==> src/rtl/id_ex_hazard_reg.sv <==
// ID/EX pipeline register with load-use hazard detection, bubble insertion,
// branch flush, memory-stall freeze and a saturating stall-cycle counter.
module id_ex_hazard_reg #(
  parameter int XLEN   = 32,
  parameter int CTRL_W = 8,
  parameter int CNT_W  = 16
) (
  input  logic              clk,
  input  logic              rst_n,
  input  logic              id_valid,
  input  logic [XLEN-1:0]   id_pc,
  input  logic [4:0]        id_rs1,
  input  logic [4:0]        id_rs2,
  input  logic              id_use_rs1,
  input  logic              id_use_rs2,
  input  logic [4:0]        id_rd,
  input  logic              id_reg_write,
  input  logic              id_mem_read,
  input  logic [XLEN-1:0]   id_rs1_data,
  input  logic [XLEN-1:0]   id_rs2_data,
  input  logic [XLEN-1:0]   id_imm,
  input  logic [CTRL_W-1:0] id_ctrl,
  input  logic              ex_branch_taken,
  input  logic              mem_stall,
  output logic              pc_write,
  output logic              if_id_write,
  output logic              if_id_flush,
  output logic              ex_valid,
  output logic [XLEN-1:0]   ex_pc,
  output logic [4:0]        ex_rs1,
  output logic [4:0]        ex_rs2,
  output logic [4:0]        ex_rd,
  output logic              ex_reg_write,
  output logic              ex_mem_read,
  output logic [XLEN-1:0]   ex_rs1_data,
  output logic [XLEN-1:0]   ex_rs2_data,
  output logic [XLEN-1:0]   ex_imm,
  output logic [CTRL_W-1:0] ex_ctrl,
  output logic [CNT_W-1:0]  stall_count
);

  // An all-zero value of this struct is by construction a bubble.
  typedef struct packed {
    logic              valid;
    logic [XLEN-1:0]   pc;
    logic [4:0]        rs1;
    logic [4:0]        rs2;
    logic [4:0]        rd;
    logic              reg_write;
    logic              mem_read;
    logic [XLEN-1:0]   rs1_data;
    logic [XLEN-1:0]   rs2_data;
    logic [XLEN-1:0]   imm;
    logic [CTRL_W-1:0] ctrl;
  } id_ex_t;

  id_ex_t             stage_q, stage_d;
  logic [CNT_W-1:0]   cnt_q, cnt_d;
  logic               lu;

  assign lu = stage_q.valid && stage_q.mem_read && (stage_q.rd != 5'd0) && id_valid &&
              ((id_use_rs1 && (id_rs1 == stage_q.rd)) ||
               (id_use_rs2 && (id_rs2 == stage_q.rd)));

  // A taken branch overrides the load-use stall: the dependent instruction is discarded anyway.
  assign pc_write    = !mem_stall && (ex_branch_taken || !lu);
  assign if_id_write = !mem_stall && (ex_branch_taken || !lu);
  assign if_id_flush = !mem_stall && ex_branch_taken;

  always_comb begin
    // NOTE: defaults first so every path assigns every bit; otherwise a latch is inferred.
    stage_d = stage_q;
    cnt_d   = cnt_q;
    if (mem_stall) begin
      stage_d = stage_q;
    end else if (ex_branch_taken) begin
      stage_d = '0;
    end else if (lu) begin
      stage_d = '0;
      cnt_d   = (&cnt_q) ? cnt_q : cnt_q + 1'b1;
    end else begin
      stage_d.valid     = id_valid;
      stage_d.pc        = id_pc;
      stage_d.rs1       = id_rs1;
      stage_d.rs2       = id_rs2;
      stage_d.rd        = id_rd;
      // x0 writes are dropped here so downstream forwarding never matches on x0.
      stage_d.reg_write = id_reg_write && id_valid && (id_rd != 5'd0);
      stage_d.mem_read  = id_mem_read && id_valid;
      stage_d.rs1_data  = id_rs1_data;
      stage_d.rs2_data  = id_rs2_data;
      stage_d.imm       = id_imm;
      stage_d.ctrl      = id_ctrl;
    end
  end

  always_ff @(posedge clk or negedge rst_n) begin
    if (!rst_n) begin
      stage_q <= '0;
      cnt_q   <= '0;
    end else begin
      // NOTE: non-blocking so every register samples pre-edge values regardless of statement order.
      stage_q <= stage_d;
      cnt_q   <= cnt_d;
    end
  end

  assign ex_valid     = stage_q.valid;
  assign ex_pc        = stage_q.pc;
  assign ex_rs1       = stage_q.rs1;
  assign ex_rs2       = stage_q.rs2;
  assign ex_rd        = stage_q.rd;
  assign ex_reg_write = stage_q.reg_write;
  assign ex_mem_read  = stage_q.mem_read;
  assign ex_rs1_data  = stage_q.rs1_data;
  assign ex_rs2_data  = stage_q.rs2_data;
  assign ex_imm       = stage_q.imm;
  assign ex_ctrl      = stage_q.ctrl;
  assign stall_count  = cnt_q;

endmodule

==> config.mk <==
export PLATFORM = sky130hd
export DESIGN_NAME = id_ex_hazard_reg
export DESIGN_NICKNAME = d
export VERILOG_FILES = /design/src/rtl/id_ex_hazard_reg.sv
export SDC_FILE = /design/constraint.sdc
export NUM_CORES = 1
export LEC_CHECK = 0
export ABC_AREA = 0
export BUFFER_PORTS_ARGS = -buffer_cell sky130_fd_sc_hd__buf_2
export CORE_AREA = 3 3 129 131
export DETAILED_ROUTE_END_ITERATION = 8
export DIE_AREA = 0 0 132 134
export PLACE_DENSITY = 0.73
export SLEW_MARGIN = 20
export SYNTH_ARGS = -nofsm -noshare
export SYNTH_HDL_FRONTEND = slang
export SYNTH_SLANG_ARGS = --single-unit
export TNS_END_PERCENT = 5
==> constraint.sdc <==
create_clock -name clk -period 5.75 [get_ports clk]
set_clock_uncertainty 0.05 [all_clocks]
set_input_delay 1.15 -clock clk [delete_from_list [all_inputs] [get_ports clk]]
set_output_delay 1.15 -clock clk [all_outputs]
set_load 0.005 [all_outputs]
Yosys cells after proc, flatten, opt, wreduce, memory -nomap -nowiden --
Index checks and enable logic that the tools add are counted.
Operators by class: $add $sub $neg 1, equality and inequality tests 2, mux-type cells 2, bitwise operators 3, reductions and logical operators 19
Operators by type and width (count):
- $mux W154 | 2
- $add A16 B1 Y16 const B | 1
- $reduce_and A16 Y1 | 1
- $logic_and A1 B1 Y1 | 11
- $eq A5 B5 Y1 | 2
- $reduce_bool A5 Y1 | 2
- $reduce_and A4 Y1 | 1
- $not A1 Y1 | 3
- $logic_not A1 Y1 | 2
- $logic_or A1 B1 Y1 | 2
Word-level totals: register bits after elaboration 170, bits of input ports 160, output and inout bits 173, word-level logic and storage cells 39

Logic depth before layout (Yosys ltp) --
depth after elaboration 7, mapped depth 7, mapped depth without buffers 6

Worst setup path after synthesis --
No wires, ideal clock.
path kind input port to output port, from input id_rs1[1], to output pc_write, arrival 2.408 ns, data required time 4.550 ns, setup slack 2.142 ns, cell stages on the path 6, buffers on the path 2, cells stage by stage xnor2_1 -> nand4_1 -> o22ai_1 -> clkbuf_1 -> a31oi_1 -> buf_4
On the way: cells in the longest elaborated chain, start to end 7
RTL lines:
- start, declared | RTL line 12 | input logic [4:0] id_rs1,
- $eq A5 B5 Y1 | RTL line 62 | ((id_use_rs1 && (id_rs1 == stage_q.rd)) ||
- $logic_and A1 B1 Y1 | RTL line 62
- $logic_or A1 B1 Y1 | RTL line 62
- $logic_and A1 B1 Y1 | RTL line 61 | assign lu = stage_q.valid && stage_q.mem_read && (stage_q.rd != 5'd0) && id_valid &&
- $logic_not A1 Y1
- $logic_or A1 B1 Y1
- $logic_and A1 B1 Y1
- end, declared | RTL line 25 | output logic pc_write,
No other way between the ends.

Final worst setup path --
from input id_rs1[2], to output pc_write
On the way: cells in the longest elaborated chain, start to end 7
RTL lines:
- $eq A5 B5 Y1 | RTL line 62
- $logic_and A1 B1 Y1 | RTL line 62
- $logic_or A1 B1 Y1 | RTL line 62
- $logic_and A1 B1 Y1 | RTL line 61
- $logic_not A1 Y1 | RTL line 66 | assign pc_write = !mem_stall && (ex_branch_taken || !lu);
- $logic_or A1 B1 Y1 | RTL line 66
- $logic_and A1 B1 Y1 | RTL line 66
No other way between the ends.

==> summary.txt <==
Outcome
  • Result of the run: finished, final reports clean

Final layout
  • Layout cells sized above 1: between 40 and 50%
  • Area added between synthesis and finish: 39.0%
  • Total Nets Final: 926
  • Final standard cell count with taps included and fillers excluded: 995

Timing
  • Max-slew violations: 0
  • Unrepaired setup endpoints after global routing: false
  • Worst hold-check slack: 0.441 ns
  • Final hold violations: 0
  • Post-layout minimum cycle time: 3.49 ns
  • Relative max-transition margin: 35.7%
  • Period utilization: 60.7%
  • Slew at the pin with the worst max-slew slack: around 0.96 ns
  • Total negative slack for setup checks: 0 ns
  • Max Clock Freq: 0.287 GHz
  • Worst Slack Setup Final: between 2 and 2.5 ns
  • Number of endpoints failing setup at the final stage: 0

Flow run
  • Number of violations of the max-capacitance limit: 0

Global routing
  • Met2 layer usage reported by global route: 32.6%
  • Largest net degree at the start of global routing: 97
  • Met3 Usage GRT: 4.39%
  • Total congestion overflow after global routing: 0
  • Global-route wire length before repair: around 28000 um
  • Overall fraction of global-route tracks in use: 19.7%
  • Met1 track demand over resource in global routing: roughly a quarter
  • Peak-usage layer in the global routing report: met2
  • Number of global-route vias before repair: 5050
  • Antenna violations before repair: 1

Floorplanning
  • Die area: 0.0177 mm^2
  • Die span in y: 134 um
  • Initial core utilization: between 40% and 50%
  • Core Rows: 46
  • Floorplan core area: 0.0157 mm^2
  • Total I/O pin count: 333
  • Die X: 132 um

CTS
  • Clock network latency to the later pin of the worst-skew pair: 0.41 ns
  • Clock transition time at the flip-flop clock pins of the worst setup and hold paths: 0.06 ns
  • Level count of the clock H-tree: 4
  • Setup bufs post-CTS: 0
  • Total number of clock tree sinks: 170
  • Count of cells resized by post-cts repair: 0
  • TritonCTS clock tree: done
  • TritonCTS buffer count: 17
  • Library cell used as clock root buffer: sky130_fd_sc_hd__clkbuf_16
  • Hold-fix buffers, CTS: 0
  • CTS Buffer Depth: 2

Drt
  • DRT iter0 DRCs: 259
  • Routed length per placed instance: roughly 18 um
  • Vias/cell: slightly above 5
  • DRC violation count after routing: 0
  • Via count of the routed design: about 5100
  • Detailed Routing Iterations Pass 1: 4
  • Remaining number of nets flagged by the antenna check after routing: 0
  • Routed WL: about 18000 um

Synth
  • Commonest cells post-synth: 170 x sky130_fd_sc_hd__dfrtp_1, 152 x sky130_fd_sc_hd__a22o_1, 25 x sky130_fd_sc_hd__xnor2_1, 19 x sky130_fd_sc_hd__clkbuf_1, 12 x sky130_fd_sc_hd__nand4_1
  • Synth async-reset ratio: 100%
  • Cells after Synth: approximately 440
  • Warnings from Yosys: 0
  • Sequential cell area fraction in the yosys report: roughly 67%
  • Post-synthesis instance area: 0.00635 mm^2
  • Post-synth cell types: 29
  • Cell type with the highest aggregate area in the netlist: sky130_fd_sc_hd__dfrtp_1
  • Number of enable flip-flop cells after synthesis: 0
  • Flop and latch count out of synthesis: 170
  • Post-synthesis net count: 605
  • Top flip-flop cell by instance count after synthesis: sky130_fd_sc_hd__dfrtp_1
  • Area fraction of the dominant cell type after synthesis: 67.0%
  • Cell types with the largest area share after synthesis: sky130_fd_sc_hd__dfrtp_1 67%, sky130_fd_sc_hd__a22o_1 21%, sky130_fd_sc_hd__xnor2_1 3.4%
  • Synthesized area per cell: 14.3 um^2
  • Cell with the most instances after synthesis: sky130_fd_sc_hd__dfrtp_1

Critical path
  • Setup CP Type: input pin to output pin
  • Arrival time at the worst endpoint: 2.29 ns
  • Category of the worst setup path capture point: output pin
  • Startpoint class of the critical path: input pin
  • R2r worst-path depth: 6
  • Maximum net fanout on the critical path: 17
  • Data required, critical path: 4.55 ns

Power and ir drop
  • Max IR drop VDD: 0.228 mV
  • Portion of total power attributed to the clock network: 43.1%
  • Combinational cell fraction of total power: 11.1%
  • Internal power of the cells: 2.23 mW
  • Leakage: 4.80 nW
  • Net switching power: 671 uW
  • Power density over the cells: approximately 330 mW/mm^2
  • Proportion of total power due to net switching: 23.2%
  • Share of power burned in registers: approximately 46%

Worst hold path
  • Hold-critical path depth: 1
  • Worst min-delay path class: flip-flop to flip-flop

Placed design
  • GPL Wtd Cong: 0.792
  • Inst Count DP: 962
  • Pre-CTS setup slack: 2.28 ns
  • Dpl hpwl: 12500 um
  • Port Buffers: 332
## cell usage in the layout, fill, tap and decap left out
master | netlist | routed
sky130_fd_sc_hd__nor3_1 | 4 | 4
sky130_fd_sc_hd__and3_1 | 5 | 5
sky130_fd_sc_hd__buf_12 | 0 | 1
sky130_fd_sc_hd__o22ai_1 | 1 | 1
sky130_fd_sc_hd__mux2_2 | 1 | 1
sky130_fd_sc_hd__nand3b_1 | 1 | 1
sky130_fd_sc_hd__dfrtp_1 | 170 | 170
sky130_fd_sc_hd__clkbuf_16 | 0 | 17
sky130_fd_sc_hd__xnor2_1 | 25 | 25
sky130_fd_sc_hd__nand2_1 | 6 | 6
sky130_fd_sc_hd__nor2_1 | 3 | 3
sky130_fd_sc_hd__clkbuf_1 | 19 | 2
sky130_fd_sc_hd__inv_8 | 0 | 1
sky130_fd_sc_hd__clkinv_2 | 0 | 2
sky130_fd_sc_hd__clkinvlp_4 | 0 | 1
sky130_fd_sc_hd__inv_6 | 0 | 4
sky130_fd_sc_hd__and2_1 | 4 | 4
sky130_fd_sc_hd__diode_2 | 0 | 1
sky130_fd_sc_hd__bufinv_16 | 0 | 5
sky130_fd_sc_hd__buf_6 | 0 | 1
sky130_fd_sc_hd__or2_2 | 1 | 1
sky130_fd_sc_hd__nor4_1 | 2 | 2
sky130_fd_sc_hd__ha_1 | 1 | 1
sky130_fd_sc_hd__a32o_1 | 2 | 2
sky130_fd_sc_hd__nand4b_1 | 1 | 1
sky130_fd_sc_hd__o21ai_2 | 1 | 1
sky130_fd_sc_hd__nand4_1 | 12 | 12
sky130_fd_sc_hd__and4_1 | 1 | 1
sky130_fd_sc_hd__inv_1 | 1 | 1
sky130_fd_sc_hd__nand3_1 | 8 | 8
sky130_fd_sc_hd__a22o_1 | 152 | 152
sky130_fd_sc_hd__buf_4 | 8 | 6
sky130_fd_sc_hd__a31oi_1 | 1 | 1
sky130_fd_sc_hd__a21oi_4 | 0 | 1
sky130_fd_sc_hd__or4_1 | 2 | 2
sky130_fd_sc_hd__inv_2 | 1 | 1
sky130_fd_sc_hd__o21a_1 | 1 | 1
sky130_fd_sc_hd__buf_2 | 9 | 330
## critical path, cell delays in order
cell and delay [ns]:
sky130_fd_sc_hd__buf_2 0.11, sky130_fd_sc_hd__xnor2_1 0.15, sky130_fd_sc_hd__nand4_1 0.13, sky130_fd_sc_hd__o22ai_1 0.19, sky130_fd_sc_hd__buf_4 0.25, sky130_fd_sc_hd__a31oi_1 0.13, sky130_fd_sc_hd__buf_2 0.17
## layout make-up
cell class / count / area, um^2
multi-input cells: 236 / 1920
fillers: 1379 / 6880
diodes: 1 / 2.50
inverters: 2 / 7.51
clock inverters: 13 / 214
well taps: 216 / 270
flip-flops and latches: 170 / 4250
repair buffers: 338 / 1730
clock buffers: 19 / 433
## sequential cells by signal, indices dropped and copies added (netlist names)
register / cells
ex_valid: 1
ex_reg_write: 1
ex_mem_read: 1
ex_pc: 32
ex_ctrl: 8
ex_rs2_data: 32
ex_rs2: 5
ex_rs1: 5
ex_rs1_data: 32
ex_imm: 32
ex_rd: 5
stall_count: 16
## layer usage
layer	up-vias	wire, um
met2	209	8930
met4	0	374
met1	2543	7510
met5	-	0
met3	25	1030
li1	2348	-
## power by group through the flow
stage / clock network [mW] / logic [mW] / registers (mW)
6_report: 1.25 / 0.321 / 1.33
5_1_grt: 1.33 / 0.351 / 1.34
3_5_place_dp: 0 / 0.325 / 1.35
2_1_floorplan: 0 / 0.120 / 1.35
3_3_place_gp: 0 / 0.320 / 1.35
4_1_cts: 1.28 / 0.327 / 1.33
## per-stage QoR
stage,util (%),total power [mW],cell area [um^2]
floorplan,-,1.47,6350
global placement,52.1,1.67,8180
detailed placement,52.1,1.67,8180
CTS,56.2,2.94,8830
global route,56.2,3.02,8830
finish,56.2,2.90,8830
## path summary, 6_finish.rpt
check,to,slack (ns),from
worst max-delay path,pc_write,2.26,id_rs1[2]
worst min-delay path,ex_reg_write$_DFFE_PN0N_,0.44,ex_reg_write$_DFFE_PN0N_
worst max register to register,ex_imm[28]$_DFFE_PN0N_,3.09,ex_rd[1]$_DFFE_PN0N_
worst min register to register,ex_reg_write$_DFFE_PN0N_,0.44,ex_reg_write$_DFFE_PN0N_
max in group asynchronous,ex_rs1_data[5]$_DFFE_PN0N_,3.82,rst_n
min in group asynchronous,ex_pc[1]$_DFFE_PN0N_,0.78,rst_n
## cells by family (layout without fill, tap and decap cells)
kind of cell               Yosys count  after routing  synth area share (%)
buffers and inverters               38            372                  2.89
DFF                                170            170                  67.0
AOI/OAI and AO/OA                  159            159                  21.9
muxes                                1              1                 0.177
xor gates and xnor gates            25             25                  3.45
and+or+nand+nor                     50             50                  4.47
other                                0              1                     0
adders and majority gates            1              1                 0.197
No activity file was read; power rests on OpenSTA's default activity.
